===== config.mk =====
export PLATFORM = sky130hd
export DESIGN_NAME = seg_scan_display_flat
export DESIGN_NICKNAME = d
export VERILOG_FILES = /design/src/rtl/seg_scan_if.sv /design/src/rtl/seg_scan_display.sv /design/src/flat_wrapper.sv
export SDC_FILE = /design/constraint.sdc
export NUM_CORES = 1
export LEC_CHECK = 0
export ABC_AREA = 1
export CORE_MARGIN = 3
export CORE_UTILIZATION = 50
export DETAILED_ROUTE_END_ITERATION = 8
export GPL_TIMING_DRIVEN = 1
export HOLD_SLACK_MARGIN = 0.15
export PLACE_DENSITY = 0.79
export SLEW_MARGIN = 10
export SYNTH_ARGS = -nofsm -noshare
export SYNTH_HDL_FRONTEND = slang
export SYNTH_SLANG_ARGS = --single-unit

===== constraint.sdc =====
create_clock -name clk -period 2.48 [get_ports clk]
set_input_delay 0.496 -clock clk [delete_from_list [all_inputs] [get_ports clk]]
set_output_delay 0.496 -clock clk [all_outputs]
set_load 0.02 [all_outputs]

===== src/rtl/seg_scan_if.sv =====
// Load/display bundle for the multiplexed 7-segment scanner: the host side
// drives load/value, the display side returns status and the scan outputs.
interface seg_scan_if;
  logic        load;
  logic [13:0] value;
  logic        busy;
  logic        ovf;
  logic [7:0]  seg_out;
  logic [3:0]  dig_en;

  modport master (
    output load, value,
    input  busy, ovf, seg_out, dig_en
  );

  modport slave (
    input  load, value,
    output busy, ovf, seg_out, dig_en
  );
endinterface


===== src/rtl/seg_scan_display.sv =====
// Four-digit multiplexed 7-segment driver: a binary load is converted to BCD
// by a 14-step double-dabble, then scanned one digit per SCAN_DIV cycles.
module seg_scan_display #(
  parameter int SCAN_DIV = 100000,
  parameter bit BLANK_LZ = 1'b1
) (
  input  logic       clk,
  input  logic       rst,
  seg_scan_if.slave  bus
);

  typedef enum logic {IDLE, CONV} state_t;

  localparam int             CW        = $clog2(SCAN_DIV);
  localparam logic [CW-1:0]  CNT_MAX   = CW'(SCAN_DIV - 1);
  localparam logic [13:0]    VALUE_MAX = 14'd9999;
  localparam logic [3:0]     LAST_STEP = 4'd13;
  localparam logic [7:0]     SEG_DASH  = 8'h40;

  state_t        state, state_next;
  logic          start, finish, overflow_load;
  logic [3:0]    step;
  logic [13:0]   bin;
  logic [15:0]   bcd, bcd_adj, bcd_shift;
  logic [13:0]   bin_shift;
  logic [3:0]    digit [4];
  logic          ovf;

  logic [CW-1:0] scan_cnt;
  logic          scan_wrap;
  logic [1:0]    idx, idx_next;
  logic [3:0]    blank;
  logic [7:0]    seg_sel;

  function automatic logic [7:0] seg_decode(input logic [3:0] d);
    case (d)
      4'd0:    seg_decode = 8'h3F;
      4'd1:    seg_decode = 8'h06;
      4'd2:    seg_decode = 8'h5B;
      4'd3:    seg_decode = 8'h4F;
      4'd4:    seg_decode = 8'h66;
      4'd5:    seg_decode = 8'h6D;
      4'd6:    seg_decode = 8'h7D;
      4'd7:    seg_decode = 8'h07;
      4'd8:    seg_decode = 8'h7F;
      4'd9:    seg_decode = 8'h6F;
      default: seg_decode = 8'h00;
    endcase
  endfunction

  // ---------------------------------------------------------------- control
  always_ff @(posedge clk or posedge rst) begin
    // NOTE: sequential state uses non-blocking assignments so every register
    // samples pre-edge values regardless of statement order.
    if (rst) state <= IDLE;
    else     state <= state_next;
  end

  always_comb begin
    // NOTE: every output of this block gets a default first, so no path
    // through the case can leave a value held (which would infer a latch).
    state_next    = state;
    start         = 1'b0;
    finish        = 1'b0;
    overflow_load = 1'b0;
    case (state)
      IDLE: begin
        if (bus.load) begin
          if (bus.value <= VALUE_MAX) begin
            start      = 1'b1;
            state_next = CONV;
          end else begin
            overflow_load = 1'b1;
          end
        end
      end
      CONV: begin
        // Loads are not looked at here, including on the completing edge.
        if (step == LAST_STEP) begin
          finish     = 1'b1;
          state_next = IDLE;
        end
      end
      default: state_next = IDLE;
    endcase
  end

  assign bus.busy = (state == CONV);
  assign bus.ovf  = ovf;

  // ------------------------------------------------------------ conversion
  always_comb begin
    bcd_adj = '0;
    for (int i = 0; i < 4; i++) begin
      bcd_adj[4*i +: 4] = (bcd[4*i +: 4] >= 4'd5) ? bcd[4*i +: 4] + 4'd3
                                                  : bcd[4*i +: 4];
    end
  end

  assign bcd_shift = {bcd_adj[14:0], bin[13]};
  assign bin_shift = {bin[12:0], 1'b0};

  always_ff @(posedge clk or posedge rst) begin
    // NOTE: the digit registers are reset because the reset display value
    // ("0" on digit 0) is defined by them, not just by the output flops.
    if (rst) begin
      step  <= '0;
      bin   <= '0;
      bcd   <= '0;
      ovf   <= 1'b0;
      for (int i = 0; i < 4; i++) digit[i] <= '0;
    end else begin
      if (start) begin
        bin  <= bus.value;
        bcd  <= '0;
        step <= '0;
      end else if (state == CONV) begin
        bin  <= bin_shift;
        bcd  <= bcd_shift;
        step <= step + 4'd1;
      end
      if (finish) begin
        for (int i = 0; i < 4; i++) digit[i] <= bcd_shift[4*i +: 4];
        ovf <= 1'b0;
      end
      if (overflow_load) ovf <= 1'b1;
    end
  end

  // ------------------------------------------------------------------ scan
  assign scan_wrap = (scan_cnt == CNT_MAX);
  assign idx_next  = scan_wrap ? idx + 2'd1 : idx;

  // A digit is blank only if it and every more significant digit is zero.
  assign blank[3] = BLANK_LZ && (digit[3] == 4'd0);
  assign blank[2] = blank[3] && (digit[2] == 4'd0);
  assign blank[1] = blank[2] && (digit[1] == 4'd0);
  assign blank[0] = 1'b0;

  always_comb begin
    if (ovf)                  seg_sel = SEG_DASH;
    else if (blank[idx_next]) seg_sel = 8'h00;
    else                      seg_sel = seg_decode(digit[idx_next]);
  end

  // Segments and enable are registered from the same next index so the
  // pair always switches together.
  always_ff @(posedge clk or posedge rst) begin
    if (rst) begin
      scan_cnt    <= '0;
      idx         <= '0;
      bus.dig_en  <= 4'b0001;
      bus.seg_out <= 8'h3F;
    end else begin
      scan_cnt    <= scan_wrap ? '0 : scan_cnt + CW'(1);
      idx         <= idx_next;
      bus.dig_en  <= 4'b0001 << idx_next;
      bus.seg_out <= seg_sel;
    end
  end

endmodule


===== src/flat_wrapper.sv =====
// flat-port wrapper written by rule: the top's interface ports become plain ports
module seg_scan_display_flat 
#(
  parameter int SCAN_DIV = 100000,
  parameter bit BLANK_LZ = 1'b1
)
  (clk, rst, bus_load, bus_value, bus_busy, bus_ovf, bus_seg_out, bus_dig_en);
  seg_scan_if bus_i ();
  input  logic clk;
  input  logic rst;
  input wire logic [$bits(bus_i.load)-1:0] bus_load;
  input wire logic [$bits(bus_i.value)-1:0] bus_value;
  output wire logic [$bits(bus_i.busy)-1:0] bus_busy;
  output wire logic [$bits(bus_i.ovf)-1:0] bus_ovf;
  output wire logic [$bits(bus_i.seg_out)-1:0] bus_seg_out;
  output wire logic [$bits(bus_i.dig_en)-1:0] bus_dig_en;
  assign bus_i.load = bus_load;
  assign bus_i.value = bus_value;
  assign bus_busy = bus_i.busy;
  assign bus_ovf = bus_i.ovf;
  assign bus_seg_out = bus_i.seg_out;
  assign bus_dig_en = bus_i.dig_en;
  seg_scan_display #(.SCAN_DIV(SCAN_DIV), .BLANK_LZ(BLANK_LZ)) u_core (.clk(clk), .rst(rst), .bus(bus_i));
endmodule

==> impl_metrics.yaml, run 1 <==
final_layout:
  filler_cells: 722
  most-common-layout-cells: "sky130_fd_sc_hd__nand2_1 (119), sky130_fd_sc_hd__dfrtp_1 (75), sky130_fd_sc_hd__inv_1 (68)"
  antennaDiodeCount: 0
  layout_commonest_cell: "sky130_fd_sc_hd__nand2_1"
  finalNetCount: 593
  drive_above_1_share: 0.1398
  final_util: 0.6052
  flow.area_growth_from_synthesis_pct: 15.95
detailed_routing:
  postRouteWirelength_mm: 8.627
  detail_route.vias_per_cell: 5.230
  dr.pass1.iters: 5
  wl_per_cell_um: 12.88
  final_routed_drc_violation_total: 0
  drt.antenna.violating_nets: 0
  drtIter0Drc: 145
  vias_after_detailed_routing: 3504
yosys:
  synth_area_leader_cell: "sky130_fd_sc_hd__dfrtp_1"
  yosysWarnings: 0
  synth_seq_area_share: 0.4734
  syn_avg_cell_area_um2: 8.403
  synth_top_cell_area_share: 0.4312
  synth-edff-count: 0
  synth_nets: 551
  main_flop_type_after_synthesis: "sky130_fd_sc_hd__dfrtp_1"
  async_flop_share: 1.000
  syn-instance-count: 518
  ys_top_cells_by_area: "sky130_fd_sc_hd__dfrtp_1 (43%), sky130_fd_sc_hd__nand2_1 (10%), sky130_fd_sc_hd__inv_1 (6.0%), sky130_fd_sc_hd__ha_1 (4.6%), sky130_fd_sc_hd__o21ai_0 (4.6%)"
  yosysUniqueCellTypes: 40
  synth.ff_latch_count: 82
  synth.cell_area_um2: 4353
worst_setup_path:
  startpoint: "u_core.scan_cnt[1]"
  crit_buf_inv: 3
  rr_worst_depth: 18
  setup.worst_path.end_class: "flop"
  cpMostUsedCell: "sky130_fd_sc_hd__nand2_1"
  critical_path_cell_count: 18
  crit_path_capture: "u_core.bus.seg_out[3]"
  cp.required_ns: 2.76
  cp-start-kind: "flop"
  worstPathMaxFanout: 16
  arrival_ns: 2.58
  timing.rr.end: "u_core.bus.seg_out[3]"
  cpMaxStageDelayCell: "sky130_fd_sc_hd__dfrtp_1"
  crit_family: "simple AND/OR/NAND/NOR gates"
  r2r_start: "u_core.scan_cnt[1]"
  critical-path-max-stage-delay_ns: 0.37
  crit_type: "reg2reg"
  cp_cell_sequence: "ha_2, nand2_1, clkinv_1, nand2_2, nor2_4, nand3_4, nand2_8, nand2_8, clkinv_4, nand2_1, nand2_1, nand2_1, nand2_2, inv_2, ha_1, nor2_2, nor2_1, nor2_1"
  timing.reg2reg.setup_slack_ns: 0.18
sta:
  post-route-period-util: 0.9267
  skew_ns: 0.01007
  layout_min_cycle_time_ns: 2.298
  fin_setup_tns_ns: 0
  finalHoldViolCount: 0
  max_freq_ghz: 0.4351
  fin_worst_hold_slack_ns: 0.5010
  maxSlewViolCount: 0
  setup_viol: 0
power_and_ir_drop:
  leakagePower_nw: 2.406
  clock_group_share_of_total_power: 0.185
  combPwrFrac: 0.416
  totalPowerFinal_mw: 5.265
  p_int_mw: 3.198
  worst_ir_drop_vdd_mv: 0.7938
  power.share.switching: 0.3926
  netSwitchingPower_mw: 2.067
  seqPwrFrac: 0.400
  power_density_over_the_cells_nw_per_um2: 1043
clock_tree:
  clock_sink_count: 82
  clock_buffer_count_from_cts: 9
  htreeDepth: 3
  cts_hold_buffers: 0
  clock_slew_at_reported_path_ffs_ns: 0.08
  cts.root.buffer_cell: "sky130_fd_sc_hd__clkbuf_8"
  clk-insertion-delay-late_ns: 0.35
  tritoncts: "yes"
  cts-root-to-sink-buffers: 2
grt:
  grt_first_pass_wirelength_mm: 14.80
  largest_net_degree_at_the_start_of_global_routing: 83
  initial_antenna_violation_count: 0
  grt_overflow_total: 0
  grt_usage: 0.1842
  via_count_of_the_first_global_routing_pass: 3507
placement:
  place.gp.congestion: 0.8724
  place.detailed.hpwl_mm: 6.175
  portbufs: 29
status:
  run_status: "complete, no violations"
floorplanning:
  start_util: 0.5219
  fp.dieArea_um2: 9861
  die-width_um: 99.31
  die_h_um: 99.31
  std_cell_rows: 33
  fp.coreArea_um2: 8341
  io_pins: 31
run:
  timing.max_cap.violations: 0
min_path:
  worstHoldPathType: "reg2reg"
-- logic make-up after synthesis --
group	share of synthesized area
adders and majority gates	0.04599
DFF	0.4734
other	0.0008615
AOI/OAI and AO/OA	0.1187
and+or+nand+nor	0.2627
xor gates and xnor gates	0.01610
buffers and inverters	0.08221
-- layout make-up --
type                       instances  area (um2)  share of cell area
clock buffer                      14       162.7             0.03223
sequential                        82        2061              0.4083
timing repair buffer              43       407.9             0.08081
inverter                          79       305.3             0.06049
multi-input combinational        345        1944              0.3852
tap                              105       131.4             0.02603
clock inverter                     2       35.03            0.006941
-- metal layers --
metal	track usage	wire (um)	share of wire
met5	0	0	0
met4	0.07143	133	0.015
met3	0.04698	404	0.047
met2	0.3259	4302	0.50
met1	0.2135	3786	0.44
-- synthesized netlist by cell type (2+ instances only) --
cell                       number
sky130_fd_sc_hd__xor2_1         7
sky130_fd_sc_hd__nand3_2        3
sky130_fd_sc_hd__nand3_4        3
sky130_fd_sc_hd__o21ai_0       40
sky130_fd_sc_hd__a211oi_1       4
sky130_fd_sc_hd__nor2_2         4
sky130_fd_sc_hd__clkbuf_1       8
sky130_fd_sc_hd__buf_1          2
sky130_fd_sc_hd__dfstp_2        7
sky130_fd_sc_hd__nor4_1         3
sky130_fd_sc_hd__nand3b_1       3
sky130_fd_sc_hd__dfrtp_1       75
sky130_fd_sc_hd__inv_2          5
sky130_fd_sc_hd__nor2_1        44
sky130_fd_sc_hd__nor3_1         2
sky130_fd_sc_hd__nand2_8        2
sky130_fd_sc_hd__nand4_1        5
sky130_fd_sc_hd__nand2_1      120
sky130_fd_sc_hd__clkinv_1       3
sky130_fd_sc_hd__o221ai_1      13
sky130_fd_sc_hd__nand2_2        7
sky130_fd_sc_hd__nand3_1       25
sky130_fd_sc_hd__ha_1          16
sky130_fd_sc_hd__o22ai_1       14
sky130_fd_sc_hd__inv_1         70
sky130_fd_sc_hd__nand2_4        4
sky130_fd_sc_hd__a31oi_1        2
sky130_fd_sc_hd__or2_2          5
sky130_fd_sc_hd__nor2_4         2
sky130_fd_sc_hd__a21oi_1       10
-- how the worst min path moves through the flow --
stage	startpoint	endpoint	cells after the start
after floorplan	u_core.digit[8]	u_core.digit[8]	2
after global placement	u_core.digit[8]	u_core.digit[8]	2
after detailed placement	u_core.digit[8]	u_core.digit[8]	2
after CTS	u_core.step[2]	u_core.step[2]	1
after global routing	u_core.step[2]	u_core.step[2]	1
final	u_core.step[2]	u_core.step[2]	1
-- through the flow --
stage	std cells	setup slack (ns)	cell area (um2)
detailed placement	648	0.1139	4795
CTS	664	0.08356	4992
global route	670	-0.005311	5047
floorplan	518	0.1809	4357
finish	670	0.1819	5047
global placement	648	0.2179	4795
-- what timing repair did --
item	in CTS	in global routing
endpoints found under the setup margin	0	5
resized for setup	0	5
endpoints found under the hold margin	0	0
setup buffers	0	6
-- registers in the layout, indices dropped and copies added (netlist names) --
register	flops
u_core.step	4
u_core.idx	2
u_core.bus.busy	1
u_core.bin	14
u_core.bus.ovf	1
u_core.scan_cnt	17
u_core.bus.seg_out	7
u_core.bus.dig_en	4
u_core.bcd	16
u_core.digit	16
-- power groups by stage --
stage	Clock [mW]	Combinational [mW]	Sequential [mW]
6_report	0.974	2.19	2.10
5_1_grt	1.06	2.49	2.15
3_3_place_gp	0	2.09	2.10
3_5_place_dp	0	2.18	2.12
2_1_floorplan	0	1.54	2.13
4_1_cts	1.01	2.19	2.10
No activity file was read; power rests on OpenSTA's default activity.
==> inputs of run 2 (changes only) <==
Settings changed: CAP_MARGIN set to 20.
Clock period 2.48 ns to 2 ns, I/O delays scaled along.
==> impl_metrics.yaml, run 2 (synthesis results as in run 1) <==
worst_setup_path:
  critical-path-max-stage-delay_ns: 0.40
  cpMostUsedCell: "sky130_fd_sc_hd__nand2_4"
  cp-start-kind: "flop"
  setup.worst_path.end_class: "flop"
  cpMaxStageDelayCell: "sky130_fd_sc_hd__dfrtp_1"
  worstPathMaxFanout: 6
  cp.required_ns: 2.29
  crit_type: "reg2reg"
  crit_family: "simple AND/OR/NAND/NOR gates"
  cp_cell_sequence: "ha_4, nand2_4, inv_4, nand2_4, nor2_4, nand3_4, nand2_8, buf_4, nand3_1, nand2_1, nand2_1, nand2_4, buf_4, ha_2, nor2_2, nor2_1, nor2_2"
  crit_buf_inv: 3
  arrival_ns: 2.52
detailed_routing:
  detail_route.vias_per_cell: 5.307
  final_routed_drc_violation_total: 0
  drtIter0Drc: 162
  wl_per_cell_um: 14.30
  dr.pass1.iters: 5
  vias_after_detailed_routing: 3816
  drt.antenna.violating_nets: 0
  postRouteWirelength_mm: 10.28
final_layout:
  flow.area_growth_from_synthesis_pct: 32.02
  filler_cells: 605
  area_taken_by_multi_input_logic_gates_um2: 2216
  reg.largest.list: "u_core.scan_cnt: 17 flops, u_core.bcd: 16 flops, u_core.digit: 16 flops"
  largest_register_ffs: 17
  antennaDiodeCount: 0
  finalNetCount: 642
  layout_commonest_cell: "sky130_fd_sc_hd__nand2_1"
  post_layout_nonfiller_instances: 719
  largest_register: "u_core.scan_cnt"
  most-common-layout-cells: "sky130_fd_sc_hd__nand2_1 (98), sky130_fd_sc_hd__dfrtp_1 (75), sky130_fd_sc_hd__inv_1 (66)"
  final-seq-area_um2: 2061
  final_util: 0.6890
  drive_above_1_share: 0.2932
power_and_ir_drop:
  leakagePower_nw: 2.745
  totalPowerFinal_mw: 7.170
  worst_ir_drop_vdd_mv: 1.066
  power_density_over_the_cells_nw_per_um2: 1248
grt:
  global_routing_met1_resource_utilization: 0.2499
  top_usage_layer: "met2"
  grt_first_pass_wirelength_mm: 16.48
  grt_overflow_total: 0
  via_count_of_the_first_global_routing_pass: 3743
  global_route.usage.met3: 0.03717
  initial_antenna_violation_count: 0
  largest_net_degree_at_the_start_of_global_routing: 32
  global_route.usage.met2: 0.3631
  grt_usage: 0.2054
status:
  violations: "negative setup slack"
  run_status: "finished, violations left"
clock_tree:
  cts-root-to-sink-buffers: 2
  clock_slew_at_reported_path_ffs_ns: 0.09
  clk-insertion-delay-late_ns: 0.36
  tritoncts: "yes"
  clock_buffer_count_from_cts: 9
  cts.root.buffer_cell: "sky130_fd_sc_hd__clkbuf_8"
  htreeDepth: 3
  clock_sink_count: 82
placement:
  place.gp.congestion: 0.8901
  dp_cells: 682
  portbufs: 29
  place.detailed.hpwl_mm: 6.642
sta:
  max_freq_ghz: 0.4485
  fin_setup_tns_ns: -1.331
  fin_worst_hold_slack_ns: 0.3945
  unrepaired_setup_endpoints_after_global_routing: "yes"
  skew_ns: 0.01063
  final_critical_path_setup_slack_ns: -0.2298
  finalHoldViolCount: 0
  layout_min_cycle_time_ns: 2.230
  setup_viol: 7
  post-route-period-util: 1.115
  maxSlewViolCount: 0
floorplanning:
  die-width_um: 99.31
  fp.dieArea_um2: 9861
  die_h_um: 99.31
  start_util: 0.5219
  fp.coreArea_um2: 8341
  std_cell_rows: 33
  io_pins: 31
run:
  timing.max_cap.violations: 0
min_path:
  worstHoldPathType: "in2async"
[run 2: repair_timing]
action                                  in CTS  in global routing
endpoints found under the setup margin       8                 13
hold buffers                                 0                  0
gates resized for setup                     14                 56
setup buffers                               14                  6
pin swaps                                   16                 25
gates cloned                                 1                  0
[run 2: power breakdown]
| group | internal, mW | switching, mW |
|---|---|---|
| clock network | 0.745 | 0.619 |
| registers | 2.25 | 0.338 |
| logic | 1.30 | 1.92 |
| total | 4.29 | 2.88 |
[run 2: routing by layer]
| layer | vias up | part of all wire |
|---|---|---|
| met1 | 1818 | 0.42 |
| met5 | - | 0 |
| met2 | 105 | 0.51 |
| met3 | 31 | 0.038 |
| met4 | 0 | 0.025 |
| li1 | 1862 | - |
[run 2: stage by stage]
step	setup WS, ns	area [um2]
after global routing	-0.3297	5747
after global placement	-0.04028	5096
after detailed placement	-0.1524	5096
after CTS	-0.1005	5489
final	-0.2298	5747
after floorplan	-0.1356	4390
[run 2: final cells by class]
cell class | count | share of cell area
Inverter | 79 | 0.05487
Multi-Input combinational cell | 346 | 0.3856
Tap cell | 105 | 0.02286
Sequential cell | 82 | 0.3586
Timing Repair Buffer | 91 | 0.1387
Clock inverter | 5 | 0.01481
Clock buffer | 11 | 0.02460
[run 2: final timing paths]
kind | end | slack (ns) | from | cells past startpoint
hold reg to reg | u_core.digit[8] | 0.50 | u_core.digit[8] | 2
max in group asynchronous | u_core.bus.seg_out[0] | 1.03 | rst | 3
setup / recovery | u_core.bus.seg_out[0] | -0.23 | u_core.scan_cnt[1] | 17
hold / removal | u_core.scan_cnt[9] | 0.39 | rst | 2
setup reg to reg | u_core.bus.seg_out[0] | -0.23 | u_core.scan_cnt[1] | 17
min in group clk | u_core.digit[8] | 0.50 | u_core.digit[8] | 2
==> inputs of run 3 (changes only) <==
--- a/constraint.sdc
+++ b/constraint.sdc
@@ -3,2 +3,2 @@
 set_output_delay 0.4 -clock clk [all_outputs]
-set_load 0.02 [all_outputs]
+set_load 0.1 [all_outputs]
==> impl_metrics.yaml, run 3 (synthesis results as in run 1) <==
detailed_routing:
  vias_after_detailed_routing: 3708
  postRouteWirelength_mm: 9.274
  dr.pass1.iters: 5
  detail_route.vias_per_cell: 5.297
  final_routed_drc_violation_total: 0
  drtIter0Drc: 203
  drt.antenna.violating_nets: 0
  wl_per_cell_um: 13.25
floorplanning:
  fp.coreArea_um2: 8341
  io_pins: 31
  die-width_um: 99.31
  std_cell_rows: 33
  die_h_um: 99.31
  fp.dieArea_um2: 9861
  start_util: 0.5219
sta:
  skew_ns: 0.01339
  unrepaired_setup_endpoints_after_global_routing: "yes"
  post-route-period-util: 1.130
  max_freq_ghz: 0.4423
  finalHoldViolCount: 0
  maxSlewViolCount: 0
  setup_viol: 8
  final_critical_path_setup_slack_ns: -0.2610
  layout_min_cycle_time_ns: 2.261
clock_tree:
  cts-root-to-sink-buffers: 2
  clock_sink_count: 82
  cts_hold_buffers: 0
  tritoncts: "yes"
  clk-insertion-delay-late_ns: 0.35
  clock_buffer_count_from_cts: 9
  htreeDepth: 3
  clock_slew_at_reported_path_ffs_ns: 0.08
  cts.root.buffer_cell: "sky130_fd_sc_hd__clkbuf_8"
worst_setup_path:
  cpMostUsedCell: "sky130_fd_sc_hd__nand2_2"
  crit_type: "reg2reg"
  crit_family: "simple AND/OR/NAND/NOR gates"
  timing.reg2reg.setup_slack_ns: -0.26
  arrival_ns: 2.55
  r2r_start: "u_core.scan_cnt[0]"
  worstPathMaxFanout: 8
  cp_cell_sequence: "ha_2, nand2_4, inv_4, nand2_4, nor2_4, nand3_4, nand2_8, clkinv_4, nand2_2, nand2_1, nand2_1, nand2_2, inv_4, ha_4, nand2_2, nand2_2, nand3_2, nor2_2"
  critical-path-max-stage-delay_ns: 0.38
  setup.worst_path.end_class: "flop"
  cp.required_ns: 2.29
  cpMaxStageDelayCell: "sky130_fd_sc_hd__dfrtp_1"
  crit_buf_inv: 3
  startpoint: "u_core.scan_cnt[0]"
  cp-start-kind: "flop"
power_and_ir_drop:
  worst_ir_drop_vdd_mv: 1.039
  leakagePower_nw: 2.669
  power_density_over_the_cells_nw_per_um2: 1376
  totalPowerFinal_mw: 7.593
grt:
  via_count_of_the_first_global_routing_pass: 3697
  initial_antenna_violation_count: 0
  grt_overflow_total: 0
  grt_first_pass_wirelength_mm: 15.85
  grt_usage: 0.1958
  largest_net_degree_at_the_start_of_global_routing: 42
final_layout:
  finalNetCount: 623
  largest_register_ffs: 17
  largest_register: "u_core.scan_cnt"
  flow.area_growth_from_synthesis_pct: 26.76
  reg.largest.list: "u_core.scan_cnt: 17 flops, u_core.bcd: 16 flops, u_core.digit: 16 flops"
  drive_above_1_share: 0.2487
  finish.instance_area_um2: 5518
  layout_commonest_cell: "sky130_fd_sc_hd__nand2_1"
  post_layout_nonfiller_instances: 700
  antennaDiodeCount: 0
  most-common-layout-cells: "sky130_fd_sc_hd__nand2_1 (110), sky130_fd_sc_hd__dfrtp_1 (75), sky130_fd_sc_hd__inv_1 (68)"
placement:
  place.gp.congestion: 0.8611
  dp_cells: 678
  portbufs: 29
  place.detailed.hpwl_mm: 6.612
  dpl_cell_area_um2: 5141
run:
  timing.max_cap.violations: 0
min_path:
  worstHoldPathType: "in2async"
status:
  violations: "negative setup slack"
  run_status: "finished, violations left"
[run 3: where the power goes]
group	internal, mW	switching, mW	leakage [nW]
logic	1.36	2.32	1.53
clock network	0.652	0.601	0.106
registers	2.25	0.412	1.03
[run 3: layout make-up]
type | instances | area, um2
clock buffer | 11 | 151.4
sequential | 82 | 2061
inverter | 79 | 310.3
fill | 646 | 2823
multi-input combinational | 346 | 2074
timing repair buffer | 72 | 729.5
clock inverter | 5 | 60.06
tap | 105 | 131.4
[run 3: what timing repair did]
| item | in CTS | in global routing |
|---|---|---|
| endpoints found under the setup margin | 8 | 12 |
| gates cloned | 1 | 0 |
| gates resized for setup | 7 | 26 |
| setup buffers | 3 | 2 |
| pin swaps | 0 | 11 |
[run 3: worst min-delay path: cells and delay by family]
kind                   cells  cell delay (ns)
buffers and inverters      3             0.79
[run 3: final timing paths]
path | endpoint | depth (start not counted)
max in group asynchronous | u_core.bus.seg_out[5] | 3
worst min-delay path | u_core.bcd[12] | 3
worst min register to register | u_core.step[2] | 1
worst max register to register | u_core.bus.seg_out[4] | 18
min in group clk | u_core.step[2] | 1
worst max-delay path | u_core.bus.seg_out[4] | 18
[run 3: per-layer routing]
metal,track usage,wire [um]
met1,0.2410,4015
met2,0.3383,4753
met3,0.03787,379
met4,0.07773,125
met5,0,0
[run 3: per-stage QoR]
step / TNS [ns] / setup WS, ns / hold WS, ns / utilization
floorplan: -0.7519 / -0.1511 / 0.4530 / -
global placement: -0.1322 / -0.03878 / 0.4713 / 0.6164
detailed placement: -1.412 / -0.1400 / 0.4881 / 0.6164
CTS: -0.9425 / -0.1618 / 0.4683 / 0.6490
global route: -3.109 / -0.4508 / 0.4875 / 0.6616
finish: -1.674 / -0.2610 / 0.4674 / 0.6616
